**src/rtl/normalizer.sv**
```systemverilog
// Five-stage 32-bit normalizer: left mode shifts the leading one to bit 31
// (leading-zero count), right mode shifts the lowest one to bit 0 (trailing-zero count).
module normalizer (
   input  logic        clk,
   input  logic        rst,
   input  logic        en,
   input  logic        in_valid,
   input  logic [31:0] x,
   input  logic        dir,
   output logic [31:0] y,
   output logic [5:0]  cnt,
   output logic        zero,
   output logic        out_valid,
   output logic        dir_out
);

   // One stage: if the k bits about to be shifted out are all zero, shift by k
   // and set count bit k. Returns {count, value}.
   function automatic logic [36:0] norm_stage(input logic [31:0] v,
                                              input logic [4:0]  c,
                                              input logic        d,
                                              input logic [4:0]  k);
      logic [31:0] top_mask;
      logic [31:0] bot_mask;
      logic        hit;
      top_mask = ~(32'hFFFF_FFFF >> k);
      bot_mask = ~(32'hFFFF_FFFF << k);
      hit      = d ? ((v & top_mask) == 32'd0) : ((v & bot_mask) == 32'd0);
      if (hit)
         return {c | k, (d ? (v << k) : (v >> k))};
      else
         return {c, v};
   endfunction

   logic [31:0] r_val  [0:3];
   logic [4:0]  r_cnt  [0:3];
   logic [3:0]  r_dir;
   logic [3:0]  r_zero;
   logic [3:0]  r_vld;

   logic [31:0] w_val  [0:4];
   logic [4:0]  w_cnt  [0:4];

   always_comb begin
      {w_cnt[0], w_val[0]} = norm_stage(x,        5'd0,     dir,      5'd16);
      {w_cnt[1], w_val[1]} = norm_stage(r_val[0], r_cnt[0], r_dir[0], 5'd8);
      {w_cnt[2], w_val[2]} = norm_stage(r_val[1], r_cnt[1], r_dir[1], 5'd4);
      {w_cnt[3], w_val[3]} = norm_stage(r_val[2], r_cnt[2], r_dir[2], 5'd2);
      {w_cnt[4], w_val[4]} = norm_stage(r_val[3], r_cnt[3], r_dir[3], 5'd1);
   end

   // NOTE: non-blocking assignments so every stage samples its neighbour's
   // pre-edge value; blocking here would collapse the pipeline into one cycle.
   always_ff @(posedge clk or posedge rst) begin
      if (rst) begin
         // NOTE: the pipeline arrays are small register banks, not RAM, so they
         // are reset along with the valid bits to keep outputs deterministic.
         for (int s = 0; s < 4; s++) begin
            r_val[s] <= '0;
            r_cnt[s] <= '0;
         end
         r_dir     <= '0;
         r_zero    <= '0;
         r_vld     <= '0;
         y         <= '0;
         cnt       <= '0;
         zero      <= 1'b0;
         out_valid <= 1'b0;
         dir_out   <= 1'b0;
      end else if (en) begin
         r_val[0]  <= w_val[0];
         r_cnt[0]  <= w_cnt[0];
         r_dir[0]  <= dir;
         r_zero[0] <= (x == 32'd0);
         r_vld[0]  <= in_valid;
         for (int s = 1; s < 4; s++) begin
            r_val[s]  <= w_val[s];
            r_cnt[s]  <= w_cnt[s];
            r_dir[s]  <= r_dir[s-1];
            r_zero[s] <= r_zero[s-1];
            r_vld[s]  <= r_vld[s-1];
         end
         // A zero operand reports the full width rather than the 31 the stages accumulate.
         y         <= r_zero[3] ? 32'd0 : w_val[4];
         cnt       <= r_zero[3] ? 6'd32 : {1'b0, w_cnt[4]};
         zero      <= r_zero[3];
         out_valid <= r_vld[3];
         dir_out   <= r_dir[3];
      end
   end

endmodule

```
**config.mk**
```make
export PLATFORM = sky130hd
export DESIGN_NAME = normalizer
export DESIGN_NICKNAME = d
export VERILOG_FILES = /design/src/rtl/normalizer.sv
export SDC_FILE = /design/constraint.sdc
export NUM_CORES = 1
export LEC_CHECK = 0
export CAP_MARGIN = 10
export CORE_UTILIZATION = 45
export CTS_BUF_LIST = sky130_fd_sc_hd__clkbuf_4 sky130_fd_sc_hd__clkbuf_8
export DETAILED_ROUTE_END_ITERATION = 16
export PLACE_DENSITY = 0.74
export REMOVE_ABC_BUFFERS = 1
export SLEW_MARGIN = 20
export SYNTH_ARGS = -nofsm -noshare
export SYNTH_HDL_FRONTEND = slang
export SYNTH_SLANG_ARGS = --single-unit
export TNS_END_PERCENT = 50
```
**constraint.sdc**
```tcl
create_clock -name clk -period 7.5 [get_ports clk]
set_input_delay 1.5 -clock clk [delete_from_list [all_inputs] [get_ports clk]]
set_output_delay 1.5 -clock clk [all_outputs]
set_load 0.01 [all_outputs]
```
==> run summary <==
Sorting the synthesized cells by how often they occur yields sky130_fd_sc_hd__dfrtp_1, sky130_fd_sc_hd__a21oi_1, sky130_fd_sc_hd__nand2_1, sky130_fd_sc_hd__nor2_1, sky130_fd_sc_hd__a221oi_1. Among all stages on the critical path, the largest delay is contributed by sky130_fd_sc_hd__nand4_2. IR analysis of the VDD net gives a maximum drop of 0.1205 mV. For the pin with the worst max-slew slack, the measured transition is 1.080 ns. The number of setup buffers added after CTS came out at 0.

Power spread over the standard cell area amounts to approximately 260 nW/um^2. The worst path arrival time is between 3 and 4 ns. Together, buffers and inverters on the worst path number 1.

Setup violations remaining at the end of the flow were counted as 0. The number of synthesized register bits is 190. The number of global-route vias before repair came to 7212. The floorplan step defined a core boundary enclosing 21150 um^2. The total non-filler cell area in the finished layout came out at 10950 um^2. The mean post-synth cell area is 9.724 um^2.

The number of antenna violations at the first check in global routing is 0. The count of cells resized by post-cts repair is 0. The worst setup path category is in -> reg. The via count normalized by instance count is a little over 6.

78 I/O pins were placed. The netlist uses 43 different library cells. The sum of internal, switching and leakage power is 2.862 mW.

Of all cell types, the one taking the most synthesized area is sky130_fd_sc_hd__dfrtp_1. The number of hold violations in the final report is 0. During placement, the flow inserted port buffers numbering slightly below 80. For the worst setup path, the data required time is 7.85 ns. In the synthesized netlist, the number of instances is 1002. The tree is rooted in a sky130_fd_sc_hd__clkbuf_8. The total number of clock tree sinks came out at 190. The number of antenna diodes is 0. The die is 149.1 um wide. The sort of element at the end of the critical path is a flip-flop. The final worst-path cycle share came out at a little under half. In this run, CTS created clock tree buffers numbering 17.

The post-synthesis sequential area ratio is around half. The final wirelength came out at around 23 mm. For this run, asynchronously set or reset flops after synthesis account for 100.0%. The tightest min-delay check is of the reg -> reg type. TritonCTS built the clock tree. The post-route minimum period came out at 3.380 ns.

Yosys attributes the largest share of cell area to sky130_fd_sc_hd__dfrtp_1, sky130_fd_sc_hd__a221oi_1, sky130_fd_sc_hd__mux2i_1, sky130_fd_sc_hd__a21oi_1, sky130_fd_sc_hd__nor2b_1. The sum of negative setup slack is 0 ns. The number of hold buffers added after cts is 0. The growth of design area from synthesis to finish is 12.41%. The proportion of layout cells with a drive suffix above 1 came out at 6.876%.

The synthesized area is 9743 um^2. The maximum number of pins on one net before global-route repair came out at between 100 and 150. The wire-length estimate of the detail-placed layout is 14.73 mm. The total overflow left after global routing is 0.

The H-tree depth reported by CTS is 4. The share of Yosys cell area claimed by the top area cell type came out at roughly half. Clock-pin slew was measured on the worst setup and hold paths at 0.11 ns. The most used flip-flop cell after synthesis is sky130_fd_sc_hd__dfrtp_1. By instance count, the leading cell after synthesis is sky130_fd_sc_hd__dfrtp_1. Along the worst path, the maximum fanout reaches 17. The number of design rule violations left after detail routing came out at 0. The static leakage is around 4.5 nW. The overall fraction of global-route tracks in use came out at 21.30%. The number of cell rows is between 50 and 60. The number of pins exceeding their max-slew limit in the final report came out at 0. The gate family responsible for the most delay along the worst path is simple AND/OR/NAND/NOR gates. The worst slew margin relative to its limit is 27.99%.

The delay of the slowest cell on the worst path came out at 0.51 ns. At the end of the flow, the number of nets in the layout was 1042. Measured along the y axis, the die boundary spans 149.1 um. Once the floorplan was initialized, standard cells occupied 46.06% of the core. The number of optimization iterations in the first detailed-route pass came out at 5. Routability-driven placement finished with a final weighted congestion of approximately 0.87. The signal on the critical path passes through clkdlybuf4s50_1 -> nor4_1 -> nand4_2 -> o21a_4 -> a221o_1. For this block, the via count after detailed routing is roughly 7900. The number of violations reported at the end of detailed-routing iteration 0 is slightly below 700. The instance area at placement came out at 10520 um^2.

The worst clock skew on the final layout came out at around 0.021 ns. The average routed wire per standard cell came out at ~17 um. The upper clock frequency limit came out at 295.9 MHz. The launching element type of the critical path is an input port.

Max-cap violations in this run came to 0. Clock latency on the worst-skew pair, taken at its later pin, is 0.48 ns. The count of antenna-violating nets left after detailed routing came out at 0. The floorplan step defined a die boundary enclosing between 20000 and 25000 um^2. The number of fill cells came out at 1946.

Setup repair after global routing left no endpoint under its margin. The first global-routing pass estimated between 30 and 40 mm of wire. The flow ran to the end, and the final reports show no timing, DRC or antenna violations.

The maximum clock insertion buffer count is 2. The number of enable flip-flop cells after synthesis came out at 0. The number of warnings issued by yosys came out at 0.
-- registers in the layout, summed over array words and instances, names as in the netlist --
signal / count
cnt: 6
dir_out: 1
out_valid: 1
r_cnt: 10
r_dir: 4
r_val: 128
r_vld: 4
r_zero: 4
y: 32
-- area by class of cell --
cell class | instances | area [um^2] | share of cell area (%)
multi-input cells | 701 | 4549 | 41.54
well taps | 275 | 344.1 | 3.142
inverters | 11 | 53.80 | 0.4913
flip-flops and latches | 190 | 4756 | 43.42
clock buffers | 20 | 275.3 | 2.513
repair buffers | 84 | 824.5 | 7.529
clock inverters | 12 | 148.9 | 1.360
-- layer usage --
metal | routed length [um] | track usage (%) | share of wire, %
met1 | 10720 | 30.80 | 48
met5 | 0 | 0 | 0
met4 | 282 | 6.735 | 1.2
met2 | 10610 | 32.74 | 47
met3 | 945 | 3.333 | 4.2
-- cells in the final DEF (no fill, tap or decap), types with 2 or more instances in the layout --
cell                              netlist  final
sky130_fd_sc_hd__a21oi_1               87     86
sky130_fd_sc_hd__a221o_1               29     29
sky130_fd_sc_hd__a221oi_1              68     68
sky130_fd_sc_hd__a22o_1                28     28
sky130_fd_sc_hd__a311o_1                3      3
sky130_fd_sc_hd__a31oi_1                2      2
sky130_fd_sc_hd__and2_1                 2      2
sky130_fd_sc_hd__and3_1                 2      2
sky130_fd_sc_hd__and4_1                 2      2
sky130_fd_sc_hd__buf_4                  2      7
sky130_fd_sc_hd__bufinv_16              0      2
sky130_fd_sc_hd__clkbuf_8               0     20
sky130_fd_sc_hd__clkdlybuf4s50_1        0     76
sky130_fd_sc_hd__clkinv_4               0      5
sky130_fd_sc_hd__dfrtp_1              190    189
sky130_fd_sc_hd__inv_1                 10      9
sky130_fd_sc_hd__inv_6                  0      4
sky130_fd_sc_hd__inv_8                  0      2
sky130_fd_sc_hd__mux2_2                20     20
sky130_fd_sc_hd__mux2i_1               58     57
sky130_fd_sc_hd__nand2_1               87     87
sky130_fd_sc_hd__nand3_1                2      2
sky130_fd_sc_hd__nor2_1                86     85
sky130_fd_sc_hd__nor2b_1               61     61
sky130_fd_sc_hd__nor3_1                57     57
sky130_fd_sc_hd__nor4_1                10     10
sky130_fd_sc_hd__o211ai_1               6      6
sky130_fd_sc_hd__o21ai_0               29     29
sky130_fd_sc_hd__o2bb2ai_1              9      9
sky130_fd_sc_hd__o31ai_1               40     40
-- worst reg2reg max path, stage by stage, from the launching register on --
cell and delay [ns]:
sky130_fd_sc_hd__dfrtp_1 1.07, sky130_fd_sc_hd__nor2b_1 0.27, sky130_fd_sc_hd__nand4_1 0.81, sky130_fd_sc_hd__a221oi_1 0.72
sky130_fd_sc_hd__nor2_1 0.10
-- stage by stage --
step / util (%) / setup slack [ns] / hold slack, ns / instances
global placement: 49.71 / 3.735 / 0.4678 / 1261
floorplan: - / 0.8295 / 0.4493 / 902
global route: 51.77 / 3.985 / 0.5104 / 1293
CTS: 51.73 / 4.200 / 0.5031 / 1293
detailed placement: 49.73 / 3.705 / 0.4756 / 1261
finish: 51.77 / 4.120 / 0.4965 / 1293
-- cell families after synthesis --
logic type / after synthesis / synth area share, %
AOI/OAI and AO/OA: 307 / 22.94
buffers and inverters: 111 / 4.751
muxes: 78 / 8.270
and+or+nand+nor: 316 / 15.24
DFF: 190 / 48.80
-- report_power, final --
part	switching (mW)	total [mW]	internal (mW)
clock network	0.380	0.711	0.331
logic	0.351	0.741	0.390
registers	0.201	1.41	1.21
-- worst paths after layout --
check	start	slack, ns	cells past startpoint	endpoint
hold reg to reg	y[7]$_DFFE_PP0P_	0.50	1	y[7]$_DFFE_PP0P_
setup reg to reg	r_dir[0]$_DFFE_PP0P_	4.41	4	r_val[69]$_DFFE_PP0P_
max in group asynchronous	rst	4.47	3	r_val[56]$_DFFE_PP0P_
hold / removal	y[7]$_DFFE_PP0P_	0.50	1	y[7]$_DFFE_PP0P_
setup / recovery	x[6]	4.12	5	r_val[120]$_DFFE_PP0P_
min in group asynchronous	rst	1.58	2	r_val[68]$_DFFE_PP0P_
No activity file was read; power rests on OpenSTA's default activity.
